==> src/rtl/noc_pkg.sv <==
// rtl/noc_pkg.sv - shared mesh-router constants and types
package noc_pkg;

    localparam int N_PORTS = 4;
    localparam int SEL_W   = $clog2(N_PORTS);

    localparam logic [SEL_W-1:0] DIR_NORTH = SEL_W'(0);
    localparam logic [SEL_W-1:0] DIR_SOUTH = SEL_W'(1);
    localparam logic [SEL_W-1:0] DIR_WEST  = SEL_W'(2);
    localparam logic [SEL_W-1:0] DIR_EAST  = SEL_W'(3);

    typedef enum logic {
        OUT_FREE = 1'b0,
        OUT_BUSY = 1'b1
    } out_state_e;

endpackage

==> src/rtl/route_allocator_if.sv <==
// rtl/route_allocator_if.sv - input-buffer <-> switch-allocator handshake bundle
interface route_allocator_if #(
    parameter int N = noc_pkg::N_PORTS
) ();
    localparam int SW = $clog2(N);

    logic [N-1:0]    req_valid;
    logic [N*SW-1:0] req_dest;
    // named pkt_release because release is a reserved word
    logic [N-1:0]    pkt_release;
    logic [N-1:0]    grant;
    logic [N*SW-1:0] in_route;
    logic [N-1:0]    in_busy;
    logic [N*SW-1:0] out_sel;
    logic [N-1:0]    out_busy;
    logic [N-1:0]    timeout_err;

    modport master (
        output req_valid, req_dest, pkt_release,
        input  grant, in_route, in_busy, out_sel, out_busy, timeout_err
    );

    modport slave (
        input  req_valid, req_dest, pkt_release,
        output grant, in_route, in_busy, out_sel, out_busy, timeout_err
    );
endinterface

==> src/rtl/rr_arbiter.sv <==
// rtl/rr_arbiter.sv - N-way round-robin arbiter with registered priority pointer
module rr_arbiter #(
    parameter int N = 4
) (
    input  logic         clk,
    input  logic         rst_n,
    input  logic [N-1:0] req_i,
    input  logic         en_i,
    output logic [N-1:0] gnt_o
);
    localparam int SW = $clog2(N);

    logic [SW-1:0] ptr_q, ptr_d;
    int            idx;

    // scan from the pointer upward; the first requester found wins
    always_comb begin
        gnt_o = '0;
        ptr_d = ptr_q;
        idx   = 0;
        if (en_i) begin
            for (int k = 0; k < N; k++) begin
                idx = int'(ptr_q) + k;
                if (idx >= N) idx = idx - N;
                if (req_i[idx] && (gnt_o == '0)) begin
                    gnt_o[idx] = 1'b1;
                    ptr_d      = (idx == N - 1) ? '0 : SW'(idx + 1);
                end
            end
        end
    end

    always_ff @(posedge clk or negedge rst_n) begin
        if (!rst_n) ptr_q <= '0;
        else        ptr_q <= ptr_d;
    end
endmodule

==> src/rtl/route_allocator.sv <==
// rtl/route_allocator.sv - switch allocator, per-output reservation; ROUTE_TIMEOUT_EN adds a watchdog
module route_allocator
    import noc_pkg::*;
#(
    parameter int N       = N_PORTS,
    parameter int TIMEOUT = 256
) (
    input  logic              clk,
    input  logic              rst,
    route_allocator_if.slave  bus
);
    localparam int SW = $clog2(N);

    logic [N-1:0]  elig    [N];
    logic [N-1:0]  arb_gnt [N];
    out_state_e    state_q [N], state_d [N];
    logic [SW-1:0] out_sel_q  [N], out_sel_d  [N];
    logic [SW-1:0] in_route_q [N], in_route_d [N];
    logic [N-1:0]  in_busy_q, in_busy_d;
    logic [N-1:0]  grant_q, grant_d;
    logic [N-1:0]  terr_q, terr_d;
    logic [N-1:0]  rel_out, to_fire;

    // elig[o][i]: input i is idle, requesting, and pointing at output o
    always_comb begin
        for (int o = 0; o < N; o++) begin
            for (int i = 0; i < N; i++) begin
                elig[o][i] = bus.req_valid[i] & ~in_busy_q[i]
                           & (bus.req_dest[i*SW +: SW] == SW'(o));
            end
        end
    end

    for (genvar o = 0; o < N; o++) begin : g_arb
        rr_arbiter #(.N(N)) u_arb (
            .clk   (clk),
            .rst_n (rst),
            .req_i (elig[o]),
            .en_i  (state_q[o] == OUT_FREE),
            .gnt_o (arb_gnt[o])
        );
    end

    always_comb begin
        for (int o = 0; o < N; o++) begin
            rel_out[o] = (state_q[o] == OUT_BUSY) & bus.pkt_release[out_sel_q[o]];
        end
    end

`ifdef ROUTE_TIMEOUT_EN
    localparam int CW = $clog2(TIMEOUT + 1);

    logic [CW-1:0] cnt_q [N], cnt_d [N];

    always_comb begin
        for (int o = 0; o < N; o++) begin
            cnt_d[o]   = '0;
            to_fire[o] = 1'b0;
            if (state_q[o] == OUT_BUSY) begin
                cnt_d[o]   = cnt_q[o] + 1'b1;
                to_fire[o] = (cnt_d[o] == CW'(TIMEOUT));
            end
        end
    end

    always_ff @(posedge clk or negedge rst) begin
        if (!rst) begin
            for (int o = 0; o < N; o++) cnt_q[o] <= '0;
        end else begin
            cnt_q <= cnt_d;
        end
    end

    // a real release in the same cycle wins, so no error is flagged
    assign terr_d = to_fire & ~rel_out;
`else
    logic unused_timeout;
    assign unused_timeout = (TIMEOUT != 0);
    assign to_fire        = '0;
    assign terr_d         = '0;
`endif

    always_comb begin
        state_d    = state_q;
        out_sel_d  = out_sel_q;
        in_route_d = in_route_q;
        in_busy_d  = in_busy_q;
        grant_d    = '0;
        for (int o = 0; o < N; o++) begin
            if (state_q[o] == OUT_BUSY) begin
                if (rel_out[o] || to_fire[o]) begin
                    state_d[o]                = OUT_FREE;
                    in_busy_d[out_sel_q[o]]   = 1'b0;
                end
            end else if (arb_gnt[o] != '0) begin
                state_d[o] = OUT_BUSY;
                for (int i = 0; i < N; i++) begin
                    if (arb_gnt[o][i]) begin
                        out_sel_d[o]  = SW'(i);
                        in_route_d[i] = SW'(o);
                        in_busy_d[i]  = 1'b1;
                        grant_d[i]    = 1'b1;
                    end
                end
            end
        end
    end

    always_ff @(posedge clk or negedge rst) begin
        if (!rst) begin
            for (int k = 0; k < N; k++) begin
                state_q[k]    <= OUT_FREE;
                out_sel_q[k]  <= '0;
                in_route_q[k] <= '0;
            end
            in_busy_q <= '0;
            grant_q   <= '0;
            terr_q    <= '0;
        end else begin
            state_q    <= state_d;
            out_sel_q  <= out_sel_d;
            in_route_q <= in_route_d;
            in_busy_q  <= in_busy_d;
            grant_q    <= grant_d;
            terr_q     <= terr_d;
        end
    end

    for (genvar k = 0; k < N; k++) begin : g_out
        assign bus.in_route[k*SW +: SW] = in_route_q[k];
        assign bus.out_sel[k*SW +: SW]  = out_sel_q[k];
        assign bus.out_busy[k]          = (state_q[k] == OUT_BUSY);
    end

    assign bus.grant       = grant_q;
    assign bus.in_busy     = in_busy_q;
    assign bus.timeout_err = terr_q;
endmodule

==> src/flat_wrapper.sv <==
// flat-port wrapper written by rule: the top's interface ports become plain ports
module route_allocator_flat import noc_pkg::*;
#(
    parameter int N       = N_PORTS,
    parameter int TIMEOUT = 256
)
  (clk, rst, bus_req_valid, bus_req_dest, bus_pkt_release, bus_grant, bus_in_route, bus_in_busy, bus_out_sel, bus_out_busy, bus_timeout_err);
  route_allocator_if #(.N(N)) bus_i ();
  input  logic clk;
  input  logic rst;
  input wire logic [$bits(bus_i.req_valid)-1:0] bus_req_valid;
  input wire logic [$bits(bus_i.req_dest)-1:0] bus_req_dest;
  input wire logic [$bits(bus_i.pkt_release)-1:0] bus_pkt_release;
  output wire logic [$bits(bus_i.grant)-1:0] bus_grant;
  output wire logic [$bits(bus_i.in_route)-1:0] bus_in_route;
  output wire logic [$bits(bus_i.in_busy)-1:0] bus_in_busy;
  output wire logic [$bits(bus_i.out_sel)-1:0] bus_out_sel;
  output wire logic [$bits(bus_i.out_busy)-1:0] bus_out_busy;
  output wire logic [$bits(bus_i.timeout_err)-1:0] bus_timeout_err;
  assign bus_i.req_valid = bus_req_valid;
  assign bus_i.req_dest = bus_req_dest;
  assign bus_i.pkt_release = bus_pkt_release;
  assign bus_grant = bus_i.grant;
  assign bus_in_route = bus_i.in_route;
  assign bus_in_busy = bus_i.in_busy;
  assign bus_out_sel = bus_i.out_sel;
  assign bus_out_busy = bus_i.out_busy;
  assign bus_timeout_err = bus_i.timeout_err;
  route_allocator #(.N(N), .TIMEOUT(TIMEOUT)) u_core (.clk(clk), .rst(rst), .bus(bus_i));
endmodule
==> config.mk <==
export PLATFORM = sky130hd
export DESIGN_NAME = route_allocator_flat
export DESIGN_NICKNAME = d
export VERILOG_FILES = /design/src/rtl/noc_pkg.sv /design/src/rtl/route_allocator_if.sv /design/src/rtl/rr_arbiter.sv /design/src/rtl/route_allocator.sv /design/src/flat_wrapper.sv
export SDC_FILE = /design/constraint.sdc
export NUM_CORES = 1
export LEC_CHECK = 0
export CORE_MARGIN = 3
export CORE_UTILIZATION = 45
export CTS_BUF_LIST = sky130_fd_sc_hd__clkbuf_4 sky130_fd_sc_hd__clkbuf_8
export DETAILED_ROUTE_END_ITERATION = 8
export GPL_ROUTABILITY_DRIVEN = 0
export PLACE_DENSITY_LB_ADDON = 0.08
export REMOVE_ABC_BUFFERS = 1
export SETUP_SLACK_MARGIN = 0.1
export SYNTH_ARGS = -nofsm -noshare
export SYNTH_HDL_FRONTEND = slang
export SYNTH_SLANG_ARGS = --single-unit
export TNS_END_PERCENT = 20
==> constraint.sdc <==
create_clock -name clk -period 9.2 [get_ports clk]
set_clock_uncertainty 0.05 [all_clocks]
set_input_delay 2.3 -clock clk [delete_from_list [all_inputs] [get_ports clk]]
set_output_delay 2.3 -clock clk [all_outputs]
set_load 0.05 [all_outputs]
==> results.sh, run 1 <==
export IMPL_crit_path_max_fanout=9
export IMPL_core_um2=9330
export IMPL_cts_resized=0
export IMPL_critPathCaptureType="flip-flop"
export IMPL_clock_sinks=36
export IMPL_post_cts_buffers=0
export IMPL_timing_final_crit_share=0.649
export IMPL_synth_area_top_cells="dfrtp_1 21%, mux4_2 11%, ha_1 8.1%, a21oi_1 3.6%, o21ai_0 3.6%"
export IMPL_max_slew_margin=0.258
export IMPL_path_class="in2reg"
export IMPL_finalCriticalPeriod_ns=5.98
export IMPL_num_rows=35
export IMPL_area_growth_pct=16.1
export IMPL_track_usage=0.231
export IMPL_cp_required_ns=9.34
export IMPL_multiInputGateArea_um2=3290
export IMPL_synthXorXnorAreaFrac=0.00605
export IMPL_synth_top_family_by_area="simple AND/OR/NAND/NOR gates"
export IMPL_fin_tns_setup_ns=0
export IMPL_final_util=0.541
export IMPL_drive_above_1_share=0.109
export IMPL_power_mw=1.82
export IMPL_synthSimpleGateAreaFrac=0.270
export IMPL_final_max_slew_violation_count=0
export IMPL_finalSetupViolations=0
export IMPL_grt_max_degree=37
export IMPL_syn_area_um2=4350
export IMPL_final_cells=661
export IMPL_hp_class="reg2reg"
export IMPL_fin_area_um2=5040
export IMPL_synth_compound_area_share=0.267
export IMPL_antenna_found_initial=0
export IMPL_synthCells=492
export IMPL_htreeDepth=2
export IMPL_synth_mux_area_frac=0.131
export IMPL_ys_seq_area_frac=0.207
export IMPL_dpl_cell_area_um2=4890
export IMPL_run_status="complete, no violations"
export IMPL_numCtsBuffers=5
export IMPL_leakagePower_nw=2.04
export IMPL_grt_pass1_vias=4010
export IMPL_die_area_um2=10900
export IMPL_crit_family="simple AND/OR/NAND/NOR gates"
export IMPL_hold_viol_final=0
export IMPL_max_stage_delay_ns=0.98
export IMPL_async_flop_share=1.00
export IMPL_seqCellArea_um2=901
export IMPL_synth_cell_types=90
export IMPL_antenna_left=0
export IMPL_min_to="u_core.bus.in_route[1]"
export IMPL_dr_pass1_iters=5
export IMPL_dp_cells=653
export IMPL_cts_hold_buf=0
export IMPL_viasPerCell=6.58
export IMPL_layout_commonest_cell="clkdlybuf4s50_1"
export IMPL_layout_nets=577
export IMPL_r2r_start="u_core.g_arb[0].u_arb.ptr_q[0]"
export IMPL_drt_wl_total_um=12800
export IMPL_critPathBufInv=1
export IMPL_yosysWarnings=0
export IMPL_cts_tree="yes"
export IMPL_initial_utilization=0.466
export IMPL_port_buffer_count=45
export IMPL_clockBufferDepth=2
export IMPL_cp_start_kind="primary input"
export IMPL_synth_top_area_share=0.207
export IMPL_diodes=0
export IMPL_hold_start="u_core.bus.in_route[1]"
export IMPL_cpMaxStageDelayCell="nor4b_1"
export IMPL_syn_avg_cell_area_um2=8.83
export IMPL_die_w_um=104
export IMPL_clock_root_buffer="clkbuf_8"
export IMPL_vias=4349
export IMPL_rsz0062_at_grt="no"
export IMPL_arrival_ns=6.11
export IMPL_yosysTopAreaCell="dfrtp_1"
export IMPL_grt_pass1_wl_um=20700
export IMPL_worst_slew_pin_slew_ns=1.10
export IMPL_dpl_hpwl_um=9820
export IMPL_rr_endpoint="u_core.bus.out_sel[0]"
export IMPL_clk_pin_slew_ns=0.08
export IMPL_drtIter0Drc=309
export IMPL_power_density_nw_per_um2=361
export IMPL_max_freq_mhz=167
export IMPL_synth_fa_ha_area_frac=0.0806
export IMPL_final_cell_mix="44 x clkdlybuf4s50_1, 39 x nor2_1, 38 x nand2_1"
export IMPL_r2r_slack_ns=5.20
export IMPL_ios=50
export IMPL_drc_errors=0
export IMPL_reg2reg_depth=10
export IMPL_ir_drop_v=0.000258
export IMPL_dominantRegCellSynth="dfrtp_1"
export IMPL_synth_edf_count=0
export IMPL_synth_seq_cells=36
export IMPL_max_cap_violations=0
export IMPL_die_y_um=104
export IMPL_nFillCells=843
export IMPL_path_cells="clkdlybuf4s50_1, nor4b_1, mux4_2, nor3_1, and3_1, nor4_4, o2111ai_1, a31oi_1, nor2_1, a211o_1"
export IMPL_overflow=0
export IMPL_hold_depth=1
export IMPL_insertion_delay_ns=0.30
export IMPL_wire_per_inst_um=19.4
==> per-stage QoR <==
| step | hold WS (ns) | setup slack (ns) |
|---|---|---|
| after CTS | 0.453 | 3.35 |
| after detailed placement | 0.435 | 3.06 |
| after global routing | 0.472 | 3.09 |
| after global placement | 0.433 | 3.10 |
| final | 0.447 | 3.22 |
| after floorplan | 0.532 | 4.26 |
==> where the power goes <==
part / switching, mW / total (mW) / internal, mW
Clock: 0.0659 / 0.202 / 0.136
Combinational: 0.740 / 1.23 / 0.490
Sequential: 0.152 / 0.389 / 0.237
==> synth_stat cells (all sizes together), types with 8 or more instances <==
| cell | count |
|---|---|
| nor2 | 39 |
| nand2 | 38 |
| nor3 | 11 |
| a21oi | 32 |
| ha | 28 |
| mux4 | 22 |
| inv | 21 |
| o21ai | 35 |
| a31oi | 11 |
| nor4bb | 8 |
| dfrtp | 36 |
| o211ai | 9 |
| clkbuf | 10 |
| a21o | 8 |
| nand3 | 21 |
==> per-layer routing <==
metal	vias up	GRT usage	part of all wire
met5	-	0	0
met3	23	0.0317	0.067
met4	0	0.0655	0.024
li1	2022	-	-
met1	2110	0.317	0.43
met2	194	0.380	0.48
==> kinds of logic after synthesis <==
family                   after synthesis
flip-flops                            36
multiplexers                          29
buffers and inverters                 39
XOR/XNOR                               3
AND/OR/NAND/NOR                      195
AO/OA/AOI/OAI                        161
other                                  1
adder cells (fa/ha/maj)               28
==> how the worst max path moves through the flow <==
| stage | start | to | cells after the start |
|---|---|---|---|
| after floorplan | bus_req_dest[7] | u_core.bus.in_route[5] | 9 |
| after global placement | bus_req_dest[5] | u_core.bus.in_route[5] | 10 |
| after detailed placement | bus_req_dest[1] | u_core.bus.out_sel[0] | 10 |
| after CTS | bus_req_dest[1] | u_core.bus.out_sel[0] | 10 |
| after global routing | bus_req_dest[1] | u_core.bus.in_route[5] | 10 |
| final | bus_req_dest[1] | u_core.bus.in_route[5] | 10 |
==> cell type report <==
cell class / count / area share
Inverter: 23 / 0.0171
Multi-Input combinational cell: 420 / 0.653
Sequential cell: 36 / 0.179
Clock inverter: 3 / 0.0179
Tap cell: 129 / 0.0320
Timing Repair Buffer: 45 / 0.0883
Clock buffer: 5 / 0.0136
==> sequential cells by signal, indices dropped and copies added, names as in the netlist <==
| name | cells |
|---|---|
| u_core.bus.grant | 4 |
| u_core.bus.out_sel | 8 |
| u_core.g_arb.u_arb.ptr_q | 8 |
| u_core.bus.out_busy | 4 |
| u_core.bus.in_busy | 4 |
| u_core.bus.in_route | 8 |
(Power assumes the default switching activity.)
==> run 2, diff against run 1 <==
- clock period: 9.2 -> 5.3 ns (I/O delays scaled with it)
==> results.sh, run 2 (synthesis gave the netlist of run 1 again) <==
export IMPL_arrival_ns=4.82
export IMPL_cp_start_kind="primary input"
export IMPL_finalWorstSetupSlack_ns=0.607
export IMPL_grt_pass1_vias=3945
export IMPL_viasPerCell=6.49
export IMPL_ir_drop_v=0.000308
export IMPL_cp_required_ns=5.43
export IMPL_layout_commonest_cell="clkdlybuf4s50_1"
export IMPL_die_y_um=104
export IMPL_fin_tns_setup_ns=0
export IMPL_final_cell_mix="44 x clkdlybuf4s50_1, 39 x nor2_1, 38 x nand2_1"
export IMPL_clockBufferDepth=2
export IMPL_critPathCaptureType="flip-flop"
export IMPL_run_status="complete, no violations"
export IMPL_wire_per_inst_um=19.2
export IMPL_core_um2=9330
export IMPL_path_class="in2reg"
export IMPL_reg2reg_depth=9
export IMPL_hold_viol_final=0
export IMPL_clk_pin_slew_ns=0.07
export IMPL_die_w_um=104
export IMPL_diodes=0
export IMPL_cts_resized=0
export IMPL_clock_sinks=36
export IMPL_max_freq_mhz=213
export IMPL_dp_slack_ns=0.342
export IMPL_drt_wl_total_um=12800
export IMPL_initial_utilization=0.466
export IMPL_finalCriticalPeriod_ns=4.69
export IMPL_r2r_start="u_core.g_arb[3].u_arb.ptr_q[0]"
export IMPL_r2r_slack_ns=1.34
export IMPL_power_density_nw_per_um2=605
export IMPL_max_stage_delay_ns=0.73
export IMPL_dp_cells=659
export IMPL_drc_errors=0
export IMPL_area_growth_pct=15.7
export IMPL_cts_hold_buf=0
export IMPL_port_buffer_count=45
export IMPL_finalSetupViolations=0
export IMPL_path_cells="clkdlybuf4s50_1, nor4b_1, mux4_2, nor3_1, and3_1, nor4_4, o2111ai_1, a31oi_1, nor2_1, a211o_1"
export IMPL_min_to="u_core.bus.in_route[1]"
export IMPL_grt_pass1_wl_um=20500
export IMPL_num_rows=35
export IMPL_crit_path_max_fanout=9
export IMPL_track_usage=0.230
export IMPL_max_slew_margin=0.415
export IMPL_dpl_hpwl_um=9810
export IMPL_clock_root_buffer="clkbuf_8"
export IMPL_numCtsBuffers=5
export IMPL_drtIter0Drc=287
export IMPL_rsz0062_at_grt="no"
export IMPL_insertion_delay_ns=0.29
export IMPL_layout_nets=583
export IMPL_antenna_left=0
export IMPL_drive_above_1_share=0.117
export IMPL_final_max_slew_violation_count=0
export IMPL_vias=4325
export IMPL_cpMaxStageDelayCell="nor4b_1"
export IMPL_dr_pass1_iters=5
export IMPL_die_area_um2=10900
export IMPL_grt_max_degree=37
export IMPL_ios=50
export IMPL_post_cts_buffers=0
export IMPL_rr_endpoint="u_core.bus.out_sel[7]"
export IMPL_htreeDepth=2
export IMPL_hp_class="reg2reg"
export IMPL_cts_tree="yes"
export IMPL_leakagePower_nw=2.05
export IMPL_timing_final_crit_share=0.885
export IMPL_hold_start="u_core.bus.in_route[1]"
export IMPL_nFillCells=907
export IMPL_final_cells=666
export IMPL_hold_depth=1
export IMPL_overflow=0
export IMPL_antenna_found_initial=0
export IMPL_worst_slew_pin_slew_ns=0.878
export IMPL_final_util=0.539
export IMPL_max_cap_violations=0
run 2: cell count changes in the layout (fill, tap and decap cells not counted), sizes merged:
cell	delta
bufinv	-3
buf	+6
clkbuf	+2
run 2: worst max-delay path by stage:
| stage | startpoint | endpoint | slack [ns] | cells after the start |
|---|---|---|---|---|
| floorplan | bus_req_dest[7] | u_core.bus.in_route[5] | 1.33 | 9 |
| global placement | bus_req_dest[1] | u_core.bus.in_route[5] | 0.44 | 10 |
| detailed placement | bus_req_dest[1] | u_core.bus.in_route[5] | 0.34 | 10 |
| CTS | bus_req_dest[1] | u_core.bus.in_route[5] | 0.63 | 10 |
| global route | bus_req_valid[0] | u_core.bus.in_route[5] | 0.31 | 10 |
| finish | bus_req_dest[1] | u_core.bus.in_route[5] | 0.61 | 10 |
run 2: report_power, final:
group	total, mW	leakage [nW]	internal (mW)	switching [mW]
logic	2.14	1.57	0.861	1.28
clock network	0.218	0.0503	0.116	0.102
registers	0.684	0.430	0.411	0.274
total	3.04	2.05	1.39	1.66
run 2: cell type report:
| type | instances | area, um^2 | area share |
|---|---|---|---|
| multi-input combinational | 420 | 3290 | 0.655 |
| sequential | 36 | 901 | 0.179 |
| timing repair buffer | 51 | 490 | 0.0976 |
| tap | 129 | 161 | 0.0321 |
| clock buffer | 7 | 96.3 | 0.0192 |
| inverter | 23 | 86.3 | 0.0172 |
run 2: critical path: cells and delay by family:
family,cells,cell delay (ns)
AOI/OAI and AO/OA,3,0.92
buffers and inverters,1,0.49
muxes,1,0.49
and+or+nand+nor,5,1.59
run 2: per-stage QoR:
| stage | cell area, um^2 | total power, mW | hold slack, ns |
|---|---|---|---|
| detailed placement | 4930 | 2.80 | 0.417 |
| global placement | 4930 | 2.78 | 0.419 |
| CTS | 5030 | 3.03 | 0.443 |
| finish | 5030 | 3.04 | 0.443 |
| global route | 5030 | 3.27 | 0.465 |
| floorplan | 4280 | 2.19 | 0.532 |
run 2: routing by layer:
layer	GRT usage	share of wire	wire, um	vias to the layer above
met3	0.0453	0.067	858	12
met1	0.307	0.43	5540	2115
met5	0	0	0	-
li1	-	-	-	2042
met2	0.384	0.48	6180	156
met4	0.0522	0.015	193	0
==> run 3, diff against run 2 <==
- SLEW_MARGIN: not set -> 15
==> results of run 3 <==
Final layout, timing and power as in run 2 (identical DEF).
